### src/rtl/univ_reg_pkg.sv
// univ_reg shared definitions.
// Operating mode encodings for the datapath decoder.
package univ_reg_pkg;

  typedef enum logic [2:0] {
    MODE_HOLD = 3'b000,
    MODE_LOAD = 3'b001,
    MODE_SHL  = 3'b010,
    MODE_SHR  = 3'b011,
    MODE_ROL  = 3'b100,
    MODE_ROR  = 3'b101,
    MODE_INC  = 3'b110,
    MODE_DEC  = 3'b111
  } mode_e;

  localparam int MODE_W = 3;

endpackage

### src/rtl/univ_reg_if.sv
// univ_reg control/data bundle.
// master drives controls, slave returns register state.
interface univ_reg_if
  import univ_reg_pkg::*;
#(
  parameter int WIDTH = 8
);
  logic              en;
  logic              sclr;
  logic [MODE_W-1:0] mode;
  logic [WIDTH-1:0]  d;
  logic              sin;
  logic [WIDTH-1:0]  q;
  logic              cout;
  logic              zero;

  modport master (
    output en, sclr, mode, d, sin,
    input  q, cout, zero
  );

  modport slave (
    input  en, sclr, mode, d, sin,
    output q, cout, zero
  );
endinterface

### src/rtl/univ_reg_next.sv
// univ_reg combinational next-state logic.
// Pure function of current state and operands.
module univ_reg_next
  import univ_reg_pkg::*;
#(
  parameter int WIDTH = 8
) (
  input  logic [WIDTH-1:0]  q,
  input  logic [WIDTH-1:0]  d,
  input  logic              sin,
  input  logic [MODE_W-1:0] mode,
  input  logic              cout,
  output logic [WIDTH-1:0]  q_next,
  output logic              cout_next,
  output logic              zero_next
);

  localparam logic [WIDTH-1:0] ONE = WIDTH'(1);

  mode_e w_mode;
  assign w_mode = mode_e'(mode);

  always_comb begin
    q_next    = q;
    cout_next = cout;
    unique case (w_mode)
      MODE_HOLD: begin
        q_next    = q;
        cout_next = cout;
      end
      MODE_LOAD: begin
        q_next    = d;
        cout_next = 1'b0;
      end
      MODE_SHL: begin
        q_next    = {q[WIDTH-2:0], sin};
        cout_next = q[WIDTH-1];
      end
      MODE_SHR: begin
        q_next    = {sin, q[WIDTH-1:1]};
        cout_next = q[0];
      end
      MODE_ROL: begin
        q_next    = {q[WIDTH-2:0], q[WIDTH-1]};
        cout_next = q[WIDTH-1];
      end
      MODE_ROR: begin
        q_next    = {q[0], q[WIDTH-1:1]};
        cout_next = q[0];
      end
      // carry/borrow flag the wrap-around
      MODE_INC: begin
        q_next    = q + ONE;
        cout_next = &q;
      end
      MODE_DEC: begin
        q_next    = q - ONE;
        cout_next = ~|q;
      end
    endcase
  end

  assign zero_next = (q_next == '0);

endmodule

### src/rtl/univ_reg.sv
// univ_reg: universal register with load/shift/rotate/inc/dec.
// Registered q, carry and zero flag; priority clr > sclr > en.
module univ_reg
  import univ_reg_pkg::*;
#(
  parameter int               WIDTH   = 8,
  parameter logic [WIDTH-1:0] RST_VAL = '0
) (
  input logic        clk,
  input logic        clr,
  univ_reg_if.slave  bus
);

  logic [WIDTH-1:0] r_q;
  logic             r_cout;
  logic             r_zero;

  logic [WIDTH-1:0] w_q_next;
  logic             w_cout_next;
  logic             w_zero_next;

  univ_reg_next #(
    .WIDTH(WIDTH)
  ) u_next (
    .q         (r_q),
    .d         (bus.d),
    .sin       (bus.sin),
    .mode      (bus.mode),
    .cout      (r_cout),
    .q_next    (w_q_next),
    .cout_next (w_cout_next),
    .zero_next (w_zero_next)
  );

  always_ff @(posedge clk or posedge clr) begin
    if (clr) begin
      r_q    <= RST_VAL;
      r_cout <= 1'b0;
      r_zero <= (RST_VAL == '0);
    end else if (bus.sclr) begin
      r_q    <= '0;
      r_cout <= 1'b0;
      r_zero <= 1'b1;
    end else if (bus.en) begin
      r_q    <= w_q_next;
      r_cout <= w_cout_next;
      r_zero <= w_zero_next;
    end
  end

  assign bus.q    = r_q;
  assign bus.cout = r_cout;
  assign bus.zero = r_zero;

endmodule

### src/flat_wrapper.sv
// flat-port wrapper written by rule: the top's interface ports become plain ports
module univ_reg_flat import univ_reg_pkg::*;
#(
  parameter int               WIDTH   = 8,
  parameter logic [WIDTH-1:0] RST_VAL = '0
)
  (clk, clr, bus_en, bus_sclr, bus_mode, bus_d, bus_sin, bus_q, bus_cout, bus_zero);
  univ_reg_if #(.WIDTH(WIDTH)) bus_i ();
  input logic clk;
  input logic clr;
  input wire logic [$bits(bus_i.en)-1:0] bus_en;
  input wire logic [$bits(bus_i.sclr)-1:0] bus_sclr;
  input wire logic [$bits(bus_i.mode)-1:0] bus_mode;
  input wire logic [$bits(bus_i.d)-1:0] bus_d;
  input wire logic [$bits(bus_i.sin)-1:0] bus_sin;
  output wire logic [$bits(bus_i.q)-1:0] bus_q;
  output wire logic [$bits(bus_i.cout)-1:0] bus_cout;
  output wire logic [$bits(bus_i.zero)-1:0] bus_zero;
  assign bus_i.en = bus_en;
  assign bus_i.sclr = bus_sclr;
  assign bus_i.mode = bus_mode;
  assign bus_i.d = bus_d;
  assign bus_i.sin = bus_sin;
  assign bus_q = bus_i.q;
  assign bus_cout = bus_i.cout;
  assign bus_zero = bus_i.zero;
  univ_reg #(.WIDTH(WIDTH), .RST_VAL(RST_VAL)) u_core (.clk(clk), .clr(clr), .bus(bus_i));
endmodule
### config.mk
export PLATFORM = sky130hd
export DESIGN_NAME = univ_reg_flat
export DESIGN_NICKNAME = d
export VERILOG_FILES = /design/src/rtl/univ_reg_pkg.sv /design/src/rtl/univ_reg_if.sv /design/src/rtl/univ_reg_next.sv /design/src/rtl/univ_reg.sv /design/src/flat_wrapper.sv
export SDC_FILE = /design/constraint.sdc
export NUM_CORES = 1
export LEC_CHECK = 0
export CORE_MARGIN = 4
export CORE_UTILIZATION = 56
export CTS_CLUSTER_SIZE = 40
export DETAILED_ROUTE_END_ITERATION = 16
export GPL_ROUTABILITY_DRIVEN = 0
export GPL_TIMING_DRIVEN = 0
export PLACE_DENSITY = 0.86
export SYNTH_ARGS = -nofsm -noshare
export SYNTH_HDL_FRONTEND = slang
export SYNTH_HIERARCHICAL = 1
export SYNTH_SLANG_ARGS = --single-unit
### constraint.sdc
create_clock -name clk -period 6.6 [get_ports clk]
set_input_delay 1.98 -clock clk [delete_from_list [all_inputs] [get_ports clk]]
set_output_delay 1.98 -clock clk [all_outputs]
set_load 0.01 [all_outputs]
==> flow_summary.yaml <==
setup_path:
  path_class: "input pin to flip-flop"
  cp-end-kind: "flip-flop"
  timing.rr.start: "u_core/bus.q[1]"
  path_cells: "clkdlybuf4s50_1 > buf_6 > buf_2 > buf_6 > nand2_1 > xnor2_1 > ha_1 > or4b_2 > o22ai_1 > xnor2_1 > a21oi_1 > or3_1 > nor3_2 > a211o_1"
  crit_path_max_fanout: 10
  reg2reg_to: "u_core/bus.zero"
  ff2ff_setup_slack_ns: 3.58
  cp.arrival_ns: 5.32
  crit_path_top_delay_cell: "or4b_2"
  worstRegToRegCells: 10
  cp.required_ns: 6.80
  crit_path_max_incr_delay_ns: 0.62
  start_kind: "input pin"
layout:
  mostFrequentLayoutCells: "23 x clkdlybuf4s50_1, 18 x nor2_1, 13 x nand2_1"
  regArea_um2: 251
  syn2layout_area_growth_pct: 22.5
  drive_above_1_share_pct: 9.90
  final_util_pct: 71.7
  fin_nets: 210
  antenna_cells: 0
  multi_input_area_um2: 911
  nFillCells: 188
  final_common_cell: "clkdlybuf4s50_1"
global_routing:
  grt_max_degree: 11
  use_met2_pct: 38.7
  grt_pass1_vias: 1342
  grt_overflow: 0
  gr-usage-met1_pct: 31.5
  gr-usage-all-layers_pct: 24.4
  grt_pass1_wl_mm: 6.30
  antenna_found_initial: 0
  met3_usage_pct: 4.87
  grt-busiest-layer: "met2"
drt:
  via_count: 1433
  drtIter0Drc: 89
  firstDrtPassIters: 4
  final_antenna_net_count: 0
  wl_per_cell_um: 16.5
  drt_wl_total_mm: 3.64
  vias_per_cell: 6.51
  drcViolationCount: 0
sta:
  relSlewSlack_pct: 51.8
  setup_viol: 0
  drv_slew: 0
  finalCritPeriodShare_pct: 77.6
  tns_ns: 0
  fmax_ghz: 0.195
  skew_ns: 0.00695
  hold_viol: 0
  grt_setup_unrepaired: "false"
  tightest_slew_ns: 0.713
  period_minus_slack_ns: 5.12
clock_tree:
  cts_max_level: 1
  cts-root-buf: "clkbuf_4"
  worst_skew_pair.late_latency_ns: 0.26
  clkTransAtPathRegs_ns: 0.06
  cts_tree: "done"
  ctsHoldBuffers: 0
  cts_buffers: 3
  cts_resized: 0
  cts_setup_buffers: 0
  cts.path.max_buffers: 2
  clock_sinks: 10
synth:
  yosysSeqAreaShare_pct: 19.4
  synth_cells: 165
  ys_seq_elements: 10
  syn_area_mm2: 0.00129
  synth-edff-count: 0
  synth_nets: 182
  synthArstFlopShare_pct: 100
  ys_types: 54
  yosys_warnings: 6
  synth_area_per_cell_um2: 7.84
  synth_ff_type: "dfrtp_1"
run_status:
  status: "finished, final reports clean"
die:
  start_util_pct: 58.5
  dieArea_mm2: 0.00314
  die_y_um: 56.1
  core.rowCount: 17
  die_x_um: 56.1
  core_mm2: 0.00221
  ios: 26
placement:
  hpwl_mm: 2.72
  port_buffers: 23
hold_path:
  min_to: "u_core/bus.q[5]"
  min_path_type: "flip-flop to flip-flop"
  hold_start: "u_core/bus.q[5]"
  hold_path_depth: 2
flow_run:
  cap_violations: 0
power_and_ir_drop:
  irDropWorstVdd_v: 0.000129
  p_per_area_mw_per_mm2: 139
  power_leakage_nw: 0.658
==> Yosys cell counts (2+ instances only) <==
cell	number	area, um2
nor2_1	18	67.6
nand2_1	13	48.8
mux2i_1	10	100
clkbuf_1	9	33.8
dfrtp_1	9	225
a21oi_1	8	40.0
a211oi_1	7	52.6
inv_1	6	22.5
nand3_1	5	25.0
nor2b_1	5	31.3
o21ai_0	5	25.0
buf_6	4	45.0
o22ai_1	4	25.0
xor2_1	4	35.0
a31oi_1	3	18.8
and2_1	3	18.8
nand2b_1	3	18.8
nor4b_1	3	26.3
a211o_1	2	17.5
a21o_1	2	15.0
a221oi_1	2	17.5
and3_1	2	12.5
buf_2	2	10.0
nor3_1	2	10.0
o2bb2ai_1	2	17.5
o32ai_1	2	17.5
or3_1	2	12.5
xnor2_1	2	17.5
==> critical path: cells and delay by family <==
kind            cells  cell delay (ns)
buf+inv             4             1.12
compound gates      3             0.43
xor+xnor            2             0.27
fa+ha+maj           1             0.27
simple gates        4             1.25
==> cell families (layout without fill, tap and decap cells) <==
kind of cell | Yosys count | count (layout) | share of synthesized area, %
mux | 13 | 13 | 12.4
fa+ha+maj | 1 | 1 | 0.967
xor+xnor | 6 | 6 | 4.06
buf+inv | 23 | 50 | 10.2
flops | 10 | 10 | 19.4
simple gates | 65 | 65 | 26.4
compound gates | 47 | 47 | 26.6
==> sequential cells by signal, summed over array words and instances (netlist names) <==
signal           flops
u_core/bus.q         8
u_core/bus.cout      1
u_core/bus.zero      1
==> area by class of cell <==
class,instances,area share [%]
inverters,6,1.42
well taps,28,2.21
multi-input cells,132,57.5
repair buffers,23,14.5
plain buffers,17,6.87
clock buffers,4,1.66
flip-flops and latches,10,15.9
==> per-layer routing <==
metal / share of wire (%) / wire length, um
met1: 41 / 1490
met2: 48 / 1750
met3: 9.5 / 345
met4: 1.5 / 53
met5: 0 / 0
==> report_power, final <==
group,leakage (nW),switching (W),internal (W)
combinational,0.510,0.0000561,0.0000514
clock,0.0150,0.0000185,0.0000232
sequential,0.133,0.00000576,0.0000660
==> per-stage QoR <==
step | area, um2 | cells | setup slack, ns | hold slack (ns) | total power [W]
6_report | 1590 | 220 | 1.48 | 0.558 | 0.000221
3_3_place_gp | 1560 | 216 | 1.30 | 0.534 | 0.000174
3_5_place_dp | 1560 | 216 | 1.24 | 0.538 | 0.000178
4_1_cts | 1590 | 220 | 1.50 | 0.560 | 0.000222
5_1_grt | 1590 | 220 | 1.32 | 0.581 | 0.000239
2_1_floorplan | 1290 | 165 | 2.11 | 0.571 | 0.000143
==> worst max path at each step <==
stage	start	to	slack, ns	depth (start not counted)
after CTS	bus_mode[0]	u_core/bus.zero	1.50	14
after global routing	bus_mode[0]	u_core/bus.zero	1.32	14
after detailed placement	bus_mode[0]	u_core/bus.zero	1.24	14
after floorplan	bus_mode[0]	u_core/bus.zero	2.11	13
after global placement	bus_mode[0]	u_core/bus.zero	1.30	14
final	bus_mode[0]	u_core/bus.zero	1.48	14
Power figures use the tool's default switching activity.
==> RTL change, RTL diff (config.mk and constraints unchanged) <==
`WIDTH` is set to 8 in 4 places; all go to 7.
--- a/src/rtl/univ_reg_if.sv
+++ b/src/rtl/univ_reg_if.sv
@@ -5,3 +5,3 @@
 #(
-  parameter int WIDTH = 8
+  parameter int WIDTH = 7
 );
--- a/src/rtl/univ_reg_next.sv
+++ b/src/rtl/univ_reg_next.sv
@@ -5,3 +5,3 @@
 #(
-  parameter int WIDTH = 8
+  parameter int WIDTH = 7
 ) (
--- a/src/rtl/univ_reg.sv
+++ b/src/rtl/univ_reg.sv
@@ -5,3 +5,3 @@
 #(
-  parameter int               WIDTH   = 8,
+  parameter int               WIDTH   = 7,
   parameter logic [WIDTH-1:0] RST_VAL = '0
--- a/src/flat_wrapper.sv
+++ b/src/flat_wrapper.sv
@@ -3,3 +3,3 @@
 #(
-  parameter int               WIDTH   = 8,
+  parameter int               WIDTH   = 7,
   parameter logic [WIDTH-1:0] RST_VAL = '0
Interface: changed (resized bus_d and bus_q); port bits go from 26 to 24. The function was not compared with the original's and may differ.
==> RTL change against the original RTL <==
  * Sequential cell count decreased by 1
  * Power down 11%
  * Synthesized area fell by 13%
  * Routed wire length decreased by 15%
  * Design area decreased by 12%
  * Setup slack improved by 0.65 ns
  * Hold slack improved by 0.010 ns
  * Register-to-register slack improved by 0.70 ns
==> RTL change: results (changes against the original RTL) <==
========================================================================
Worst path setup slack after routing                             2.12 ns   +0.648 ns
Normalized max-slew margin                                         68.5%   +17 points
Combined area of the multi-input logic cells                     797 um2   -13%
Flip-flop and latch share of the layout cell area                  16.2%   +0.34 points
Share of cells above drive strength 1                              13.7%   +3.8 points
Worst-case vdd ir drop                                        0.000158 V   +22%
Post-Syn Instances                                                   136   -18%
Result of the run                                           finished clean
Total power density per cell area                             140 mW/mm2   +0.69%
Compound-gate portion of the synthesized area                      20.3%   -6.3 points
DRC violation total after the first TritonRoute iteration             56   -37%
Distinct cell type count of the synthesized netlist                   55   +1.9%
Nonclk buf count                                                      35   -13%
Vias in the first global route                                      1100   -18%
Count of clock tree sinks                                              9   -1
IO Port Bufs                                                          21   -8.7%
Syn nets                                                             152   -16%
WL per Instance                                                  16.7 um   +0.72%
Number of non-filler instances in the completed layout               186   -15%
Largest cells by area after synthesis                       sky130_fd_sc_hd__dfrtp_1 (18%), sky130_fd_sc_hd__mux2i_1 (12%), sky130_fd_sc_hd__nor2_1 (4.7%), sky130_fd_sc_hd__buf_6 (4.0%), sky130_fd_sc_hd__a21oi_1 (3.1%)
Worst EP arrival                                                 4.68 ns   -0.64 ns
Leakage power total                                             0.586 nW   -11%
First-pass GRT wire length                                       5200 um   -17%
Signal buf overhead                                                21.3%   -0.082 points
Routed metal-1 wirelength                                        1210 um   -18%
Commonest cells in the synthesized netlist                  sky130_fd_sc_hd__nor2_1 (14), sky130_fd_sc_hd__mux2i_1 (13), sky130_fd_sc_hd__dfrtp_1 (8)
DR vias/cell                                                        6.36   -2.4%
Smallest hold slack                                             0.569 ns   +0.0105 ns
Adder-cell area share of the yosys netlist                         1.99%   +1.0 points
Syn-to-layout area delta                                           23.7%
Max FFs per register                                                   7   -1
Pre-CTS setup slack                                              1.88 ns   +0.642 ns
Largest net degree at the start of global routing                     13   +2
Worst Skew                                                    0.00214 ns   -0.00481 ns
Synthesized-area fraction occupied by xor and xnor cells           3.10%   -0.96 points
Met3 routing resource usage after global routing                   6.20%   +1.3 points
Number of placed instances, taps included                            182   -16%
Multiplexer share of the synthesized area                          16.8%   +4.5 points
R2R Setup Slk                                                    4.28 ns   +0.70 ns
Final HPWL from detailed placement                               2270 um   -17%
Overall global routing resource usage                              25.0%   +0.67 points
Wire length on met2                                              1460 um   -17%
Global Route met1 Usage                                            34.1%   +2.5 points
Met3 wire len                                                     344 um   -0.29%
1st-pass router iterations                                             5   +1
========================================================================
==> RTL change: cell types whose count changed after synthesis, moves of 3 or more <==
cell / unedited run / this run
sky130_fd_sc_hd__nand2_1: 13 / 7
sky130_fd_sc_hd__a211oi_1: 7 / 3
sky130_fd_sc_hd__nor2_1: 18 / 14
sky130_fd_sc_hd__clkbuf_1: 9 / 6
sky130_fd_sc_hd__mux2i_1: 10 / 13
sky130_fd_sc_hd__nor2b_1: 5 / 2
sky130_fd_sc_hd__nor4_1: 1 / 4
==> RTL change: kinds of logic after synthesis <==
family	Yosys count
fa+ha+maj	2
xor+xnor	4
compound gates	32
mux	16
flops	9
buf+inv	19
simple gates	54
==> RTL change: report_power, final <==
group          internal, W  switching [W]  total (W)
combinational    0.0000436      0.0000450  0.0000886
sequential       0.0000594     0.00000609  0.0000655
clock            0.0000233      0.0000187  0.0000420
